<file path="config.mk">
export PLATFORM = sky130hd
export DESIGN_NAME = microop_sequencer
export DESIGN_NICKNAME = d
export VERILOG_FILES = /design/src/rtl/cpu_ctrl_pkg.sv /design/src/rtl/step_edge_detect.sv /design/src/rtl/microop_sequencer.sv
export SDC_FILE = /design/constraint.sdc
export NUM_CORES = 1
export LEC_CHECK = 0
export CORE_UTILIZATION = 50
export CTS_CLUSTER_SIZE = 8
export DETAILED_ROUTE_END_ITERATION = 7
export GPL_ROUTABILITY_DRIVEN = 0
export PLACE_DENSITY = 0.82
export SLEW_MARGIN = 25
export SYNTH_ARGS = -nofsm -noshare
export SYNTH_HDL_FRONTEND = slang
export SYNTH_SLANG_ARGS = --single-unit
</file>
<file path="constraint.sdc">
create_clock -name CLK -period 4.9 [get_ports CLK]
set_clock_uncertainty 0.05 [all_clocks]
set_input_delay 0.98 -clock CLK [delete_from_list [all_inputs] [get_ports CLK]]
set_output_delay 0.98 -clock CLK [all_outputs]
set_load 0.1 [all_outputs]
</file>
<file path="src/rtl/cpu_ctrl_pkg.sv">
// cpu_ctrl_pkg: shared definitions for the microcoded CPU control path.
//   UOP_W       width of the microoperation step bus
//   UOP_FETCH   first step of every instruction
//   UOP_DECODE  second step of every instruction
//   UOP_IDLE    step presented to the ROM while the sequencer is halted
//   seq_state_t run/halt/single-step sequencer states
package cpu_ctrl_pkg;

  localparam int unsigned UOP_W = 3;

  localparam logic [UOP_W-1:0] UOP_FETCH  = 3'd0;
  localparam logic [UOP_W-1:0] UOP_DECODE = 3'd1;
  localparam logic [UOP_W-1:0] UOP_IDLE   = 3'd7;

  typedef enum logic [1:0] {
    SEQ_HALTED = 2'd0,
    SEQ_RUN    = 2'd1,
    SEQ_STEP   = 2'd2
  } seq_state_t;

  // True while an instruction is being executed (free-run or single-step).
  function automatic logic seq_active(input seq_state_t s);
    return (s == SEQ_RUN) || (s == SEQ_STEP);
  endfunction

endpackage

</file>
<file path="src/rtl/step_edge_detect.sv">
// step_edge_detect: registers the STEP push-button level and flags its rising edge.
// Ports:
//   clk   in  system clock, rising edge
//   rst   in  asynchronous active-high reset; history clears to 0
//   sig   in  level to watch
//   rise  out 1 in the cycle where sig is 1 and was 0 at the previous edge
module step_edge_detect (
  input  logic clk,
  input  logic rst,
  input  logic sig,
  output logic rise
);

  logic sig_q;

  always_ff @(posedge clk or posedge rst) begin
    if (rst) begin
      sig_q <= 1'b0;
    end else begin
      sig_q <= sig;
    end
  end

  assign rise = sig & ~sig_q;

endmodule

</file>
<file path="src/rtl/microop_sequencer.sv">
// microop_sequencer: drives the microoperation step into the controller ROM,
// owns run/halt/single-step control and the registered ALU flags.
// Parameters:
//   MAX_UOP  highest legal executing step (implicit instruction boundary)
//   COUNT_W  width of the retired-instruction counter (wraps)
// Ports:
//   CLK, RESET            clock (rising edge), asynchronous active-high reset
//   RUN                   1 = free-run, 0 = stop at next instruction boundary
//   STEP                  rising edge while halted runs exactly one instruction
//   HALT_REQ              forces halt at next boundary, blocks leaving HALTED
//   RESET_uOP, READ_FLAGS end-of-instruction / flag-capture strobes from ROM
//   ALU_ZERO, ALU_COUT    raw ALU flags
//   uOP                   current step to ROM (7 while halted)
//   ZERO_FLAG, COUT_FLAG  registered flags
//   RUNNING               1 in RUN or STEP state
//   INSTR_DONE            one-cycle pulse after each retired instruction
//   INSTR_COUNT           retired instruction count
//   FAULT                 sticky runaway-microcode flag
// Build option: define UOP_WATCHDOG_EN to turn reaching MAX_UOP without
// RESET_uOP into a sticky fault that halts the sequencer; otherwise that
// condition is an ordinary instruction boundary and FAULT is tied 0.
module microop_sequencer
  import cpu_ctrl_pkg::*;
#(
  parameter int MAX_UOP = 6,
  parameter int COUNT_W = 16
) (
  input  logic               CLK,
  input  logic               RESET,
  input  logic               RUN,
  input  logic               STEP,
  input  logic               HALT_REQ,
  input  logic               RESET_uOP,
  input  logic               READ_FLAGS,
  input  logic               ALU_ZERO,
  input  logic               ALU_COUT,
  output logic [UOP_W-1:0]   uOP,
  output logic               ZERO_FLAG,
  output logic               COUT_FLAG,
  output logic               RUNNING,
  output logic               INSTR_DONE,
  output logic [COUNT_W-1:0] INSTR_COUNT,
  output logic               FAULT
);

  localparam logic [UOP_W-1:0] LAST_STEP = UOP_W'(MAX_UOP);

  seq_state_t             state_q, state_d;
  logic [UOP_W-1:0]       uop_q, uop_d;
  logic                   zero_q, cout_q;
  logic                   done_q;
  logic [COUNT_W-1:0]     count_q, count_d;
  logic                   step_rise;
  logic                   active;
  logic                   at_last;
  logic                   boundary;
  logic                   runaway;
  logic                   exit_blocked;
  logic                   retire;
  logic                   load_flags;

  step_edge_detect u_step_edge (
    .clk  (CLK),
    .rst  (RESET),
    .sig  (STEP),
    .rise (step_rise)
  );

  assign active  = seq_active(state_q);
  assign at_last = (uop_q == LAST_STEP);

`ifdef UOP_WATCHDOG_EN
  logic fault_q;

  assign boundary     = RESET_uOP;
  assign runaway      = active && at_last && !RESET_uOP;
  assign exit_blocked = HALT_REQ || fault_q;

  always_ff @(posedge CLK or posedge RESET) begin
    if (RESET) begin
      fault_q <= 1'b0;
    end else if (runaway) begin
      fault_q <= 1'b1;
    end
  end

  assign FAULT = fault_q;
`else
  assign boundary     = RESET_uOP || at_last;
  assign runaway      = 1'b0;
  assign exit_blocked = HALT_REQ;
  assign FAULT        = 1'b0;
`endif

  // State register plus the registered outputs.
  always_ff @(posedge CLK or posedge RESET) begin
    if (RESET) begin
      state_q <= SEQ_HALTED;
      uop_q   <= UOP_IDLE;
      zero_q  <= 1'b0;
      cout_q  <= 1'b0;
      done_q  <= 1'b0;
      count_q <= '0;
    end else begin
      state_q <= state_d;
      uop_q   <= uop_d;
      done_q  <= retire;
      count_q <= count_d;
      if (load_flags) begin
        zero_q <= ALU_ZERO;
        cout_q <= ALU_COUT;
      end
    end
  end

  // Next-state and next-step decode.
  always_comb begin
    state_d = state_q;
    uop_d   = uop_q;
    retire  = 1'b0;
    unique case (state_q)
      SEQ_HALTED: begin
        uop_d = UOP_IDLE;
        if (!exit_blocked) begin
          if (RUN) begin
            state_d = SEQ_RUN;
            uop_d   = UOP_FETCH;
          end else if (step_rise) begin
            state_d = SEQ_STEP;
            uop_d   = UOP_FETCH;
          end
        end
      end
      SEQ_RUN, SEQ_STEP: begin
        if (runaway) begin
          state_d = SEQ_HALTED;
          uop_d   = UOP_IDLE;
        end else if (boundary) begin
          retire = 1'b1;
          // Only a free-running sequencer continues; single-step always parks.
          if (state_q == SEQ_RUN && RUN && !HALT_REQ) begin
            uop_d = UOP_FETCH;
          end else begin
            state_d = SEQ_HALTED;
            uop_d   = UOP_IDLE;
          end
        end else begin
          uop_d = uop_q + UOP_W'(1);
        end
      end
      default: begin
        state_d = SEQ_HALTED;
        uop_d   = UOP_IDLE;
      end
    endcase
  end

  // Output decode feeding the registered outputs.
  always_comb begin
    load_flags = active && READ_FLAGS;
    count_d    = count_q;
    if (retire) begin
      count_d = count_q + COUNT_W'(1);
    end
  end

  assign uOP         = uop_q;
  assign ZERO_FLAG   = zero_q;
  assign COUT_FLAG   = cout_q;
  assign RUNNING     = active;
  assign INSTR_DONE  = done_q;
  assign INSTR_COUNT = count_q;

endmodule

</file>
==> out/results.txt <==
Clock Sinks - 25
Pre-CTS setup slack - 1.87 ns
RSZ-0062 raised after global routing - false
IO buf count - 31
Die Area - 0.00262 sq mm
Total setup buffers inserted after CTS - 0
DR WL/cell - 13.6 um
Finish-stage setup viols - 0
Synth area leader - dfrtp_1
Cell variety after synth - 30
Share of layout cells above drive strength 1 - 11.4%
Routed Antenna Nets - 0
CTS hold repair buffers - 0
Num CTS Buffers - 3
Number of global-route vias before repair - 903
Fin worst setup slack - 1.50 ns
Slew Viols, Final - 0
HPWL after DPL - 1650 um
CTS max path bufs - 2
Area contributors post-synth - dfrtp_1 (45%), xnor2_1 (8.7%), dfstp_2 (6.5%)
Boundary Pins - 33
Synthesis Warnings - 0
Vias - 832
Router iterations before antenna repair - 4
Post-route cell area - 0.00157 sq mm
Most used DFF post-synth - dfrtp_1
Min cycle time layout - 3.40 ns
CP Capture Type - output port
Die width - 51.2 um
Vias per std cell - 5.20
Area grow syn2layout - 29.6%
Run status - completed
Setup TNS - 0 ns
WHS Path Cells - 1
Largest net degree at the start of global routing - 26
Worst rel slew slack - 33.7%
Placed cell area - 0.00154 sq mm
Seq/Total Area, Yosys - 52.0%
Period utilization - 69.4%
DRT iter0 DRCs - 5
Mapped Cells - 99
Core area - 0.00225 sq mm
EDFF count, synth - 0
Remaining DRCs - 0
Gr usage total - 19.7%
Ant. Diodes - 0
WP data arrival - 2.37 ns
Worst slew pin tran - 0.991 ns
Top-area cell type share of the netlist area - 45.5%
Crit path required time - 3.87 ns
Post-synthesis register bit count - 25
First-pass GRT wire length - 3750 um
PostCTS Resize Cnt - 0
Rows - 17
Largest fanout on the critical path - 6
Hold Path Class - flop to flop
Initial Util - 53.7%
Grt ovf - 0
Fin. Hold Viols - 0
H-tree depth - 1
Number of cells on the worst reg-to-reg path - 6
CTS tree - done
Share of synthesized registers carrying an async set or reset - 100%
Syn_area_per_cell - 12.2 sq um
Die Y - 51.2 um
Initial antenna violation count - 0
Fillers - 185
F_max - 0.294 GHz
Crit path launch type - flop
Clock transition at path regs - 0.13 ns
Post-Syn Area - 0.00121 sq mm
Synth Net Count - 114
Max cap viols - 0
CP Class - flop to output port
Detailed Route WL - 2180 um
Worst-skew pair later-pin latency - 0.31 ns
CTS root buf - clkbuf_4
Net count, final - 148
-- flip-flops by register name, indices dropped and copies added (netlist names) --
signal and flops:
state_q 2, INSTR_COUNT 16, u_step_edge.sig_q 1, COUT_FLAG 1, uOP 3, INSTR_DONE 1
ZERO_FLAG 1
-- metrics by stage --
step,util (%),hold slack (ns),instances
after floorplan,-,0.483,99
after global placement,68.5,0.413,156
after detailed placement,68.5,0.419,156
after CTS,69.6,0.437,160
after global routing,69.6,0.442,160
final,69.6,0.444,160
-- cell type report --
class / count / area, sq um / area share, %
Timing Repair Buffer: 31 / 310 / 19.8
Inverter: 4 / 15.0 / 0.956
Multi-Input combinational cell: 68 / 554 / 35.3
Sequential cell: 25 / 629 / 40.1
Tap cell: 28 / 35.0 / 2.23
Clock buffer: 4 / 26.3 / 1.67
-- per-layer routing --
metal	global-route usage [%]	part of all wire [%]	vias up
li1	-	-	404
met1	22.3	44	402
met2	36.4	52	24
met3	2.98	4.2	2
met4	8.11	0.60	0
met5	0	0	-
-- worst max-delay path, cell delays in order, from the launching register on --
cell and delay (ns):
dfrtp_1 0.40, inv_1 0.07, ha_1 0.41, clkdlybuf4s50_1 1.18
-- cells in the final DEF, fill, tap and decap left out --
cell,netlist,layout
a21o_1,3,3
a21oi_1,1,1
a21oi_4,1,1
a22oi_1,1,1
and4_1,2,2
clkbuf_1,0,1
clkbuf_4,0,3
clkdlybuf4s50_1,0,31
clkinv_1,0,1
conb_1,1,1
dfrtp_1,22,22
dfstp_2,3,3
ha_1,6,6
inv_1,4,3
mux2_2,3,3
mux2i_1,2,2
nand2_1,11,11
nand2b_1,2,2
nand3_1,4,4
nand3b_1,1,1
nand4_1,5,5
nand4_4,1,1
nor2b_1,1,1
nor2b_2,1,1
nor3_1,1,1
nor3b_2,1,1
nor4_2,1,1
nor4_4,1,1
o21ai_0,1,1
o21bai_1,1,1
xnor2_1,12,12
xor2_1,4,4
-- Yosys cell counts (2+ instances only) --
master	n
nand4_1	5
ha_1	6
mux2i_1	2
mux2_2	3
a21o_1	3
inv_1	4
xnor2_1	12
dfrtp_1	22
nand2_1	11
and4_1	2
xor2_1	4
nand2b_1	2
nand3_1	4
dfstp_2	3
-- cell families after synthesis --
logic type	synth area share [%]
and+or+nand+nor	18.0
adders and majority gates	6.20
xor gates and xnor gates	11.6
AOI/OAI and AO/OA	5.27
other	0.310
muxes	4.44
buffers and inverters	2.27
DFF	52.0
-- path summary, 6_finish.rpt --
path | from | end | slack (ns)
setup / recovery | state_q[0] | RUNNING | 1.50
min in group asynchronous | RESET | COUT_FLAG | 1.00
max in group asynchronous | RESET | INSTR_COUNT[10] | 3.39
hold / removal | INSTR_COUNT[15] | INSTR_COUNT[15] | 0.44
setup reg to reg | state_q[0] | INSTR_COUNT[15] | 3.01
hold reg to reg | INSTR_COUNT[15] | INSTR_COUNT[15] | 0.44
Power is not shown: default switching activity piles up to over one toggle a cycle in this logic, so the estimate is an artifact.
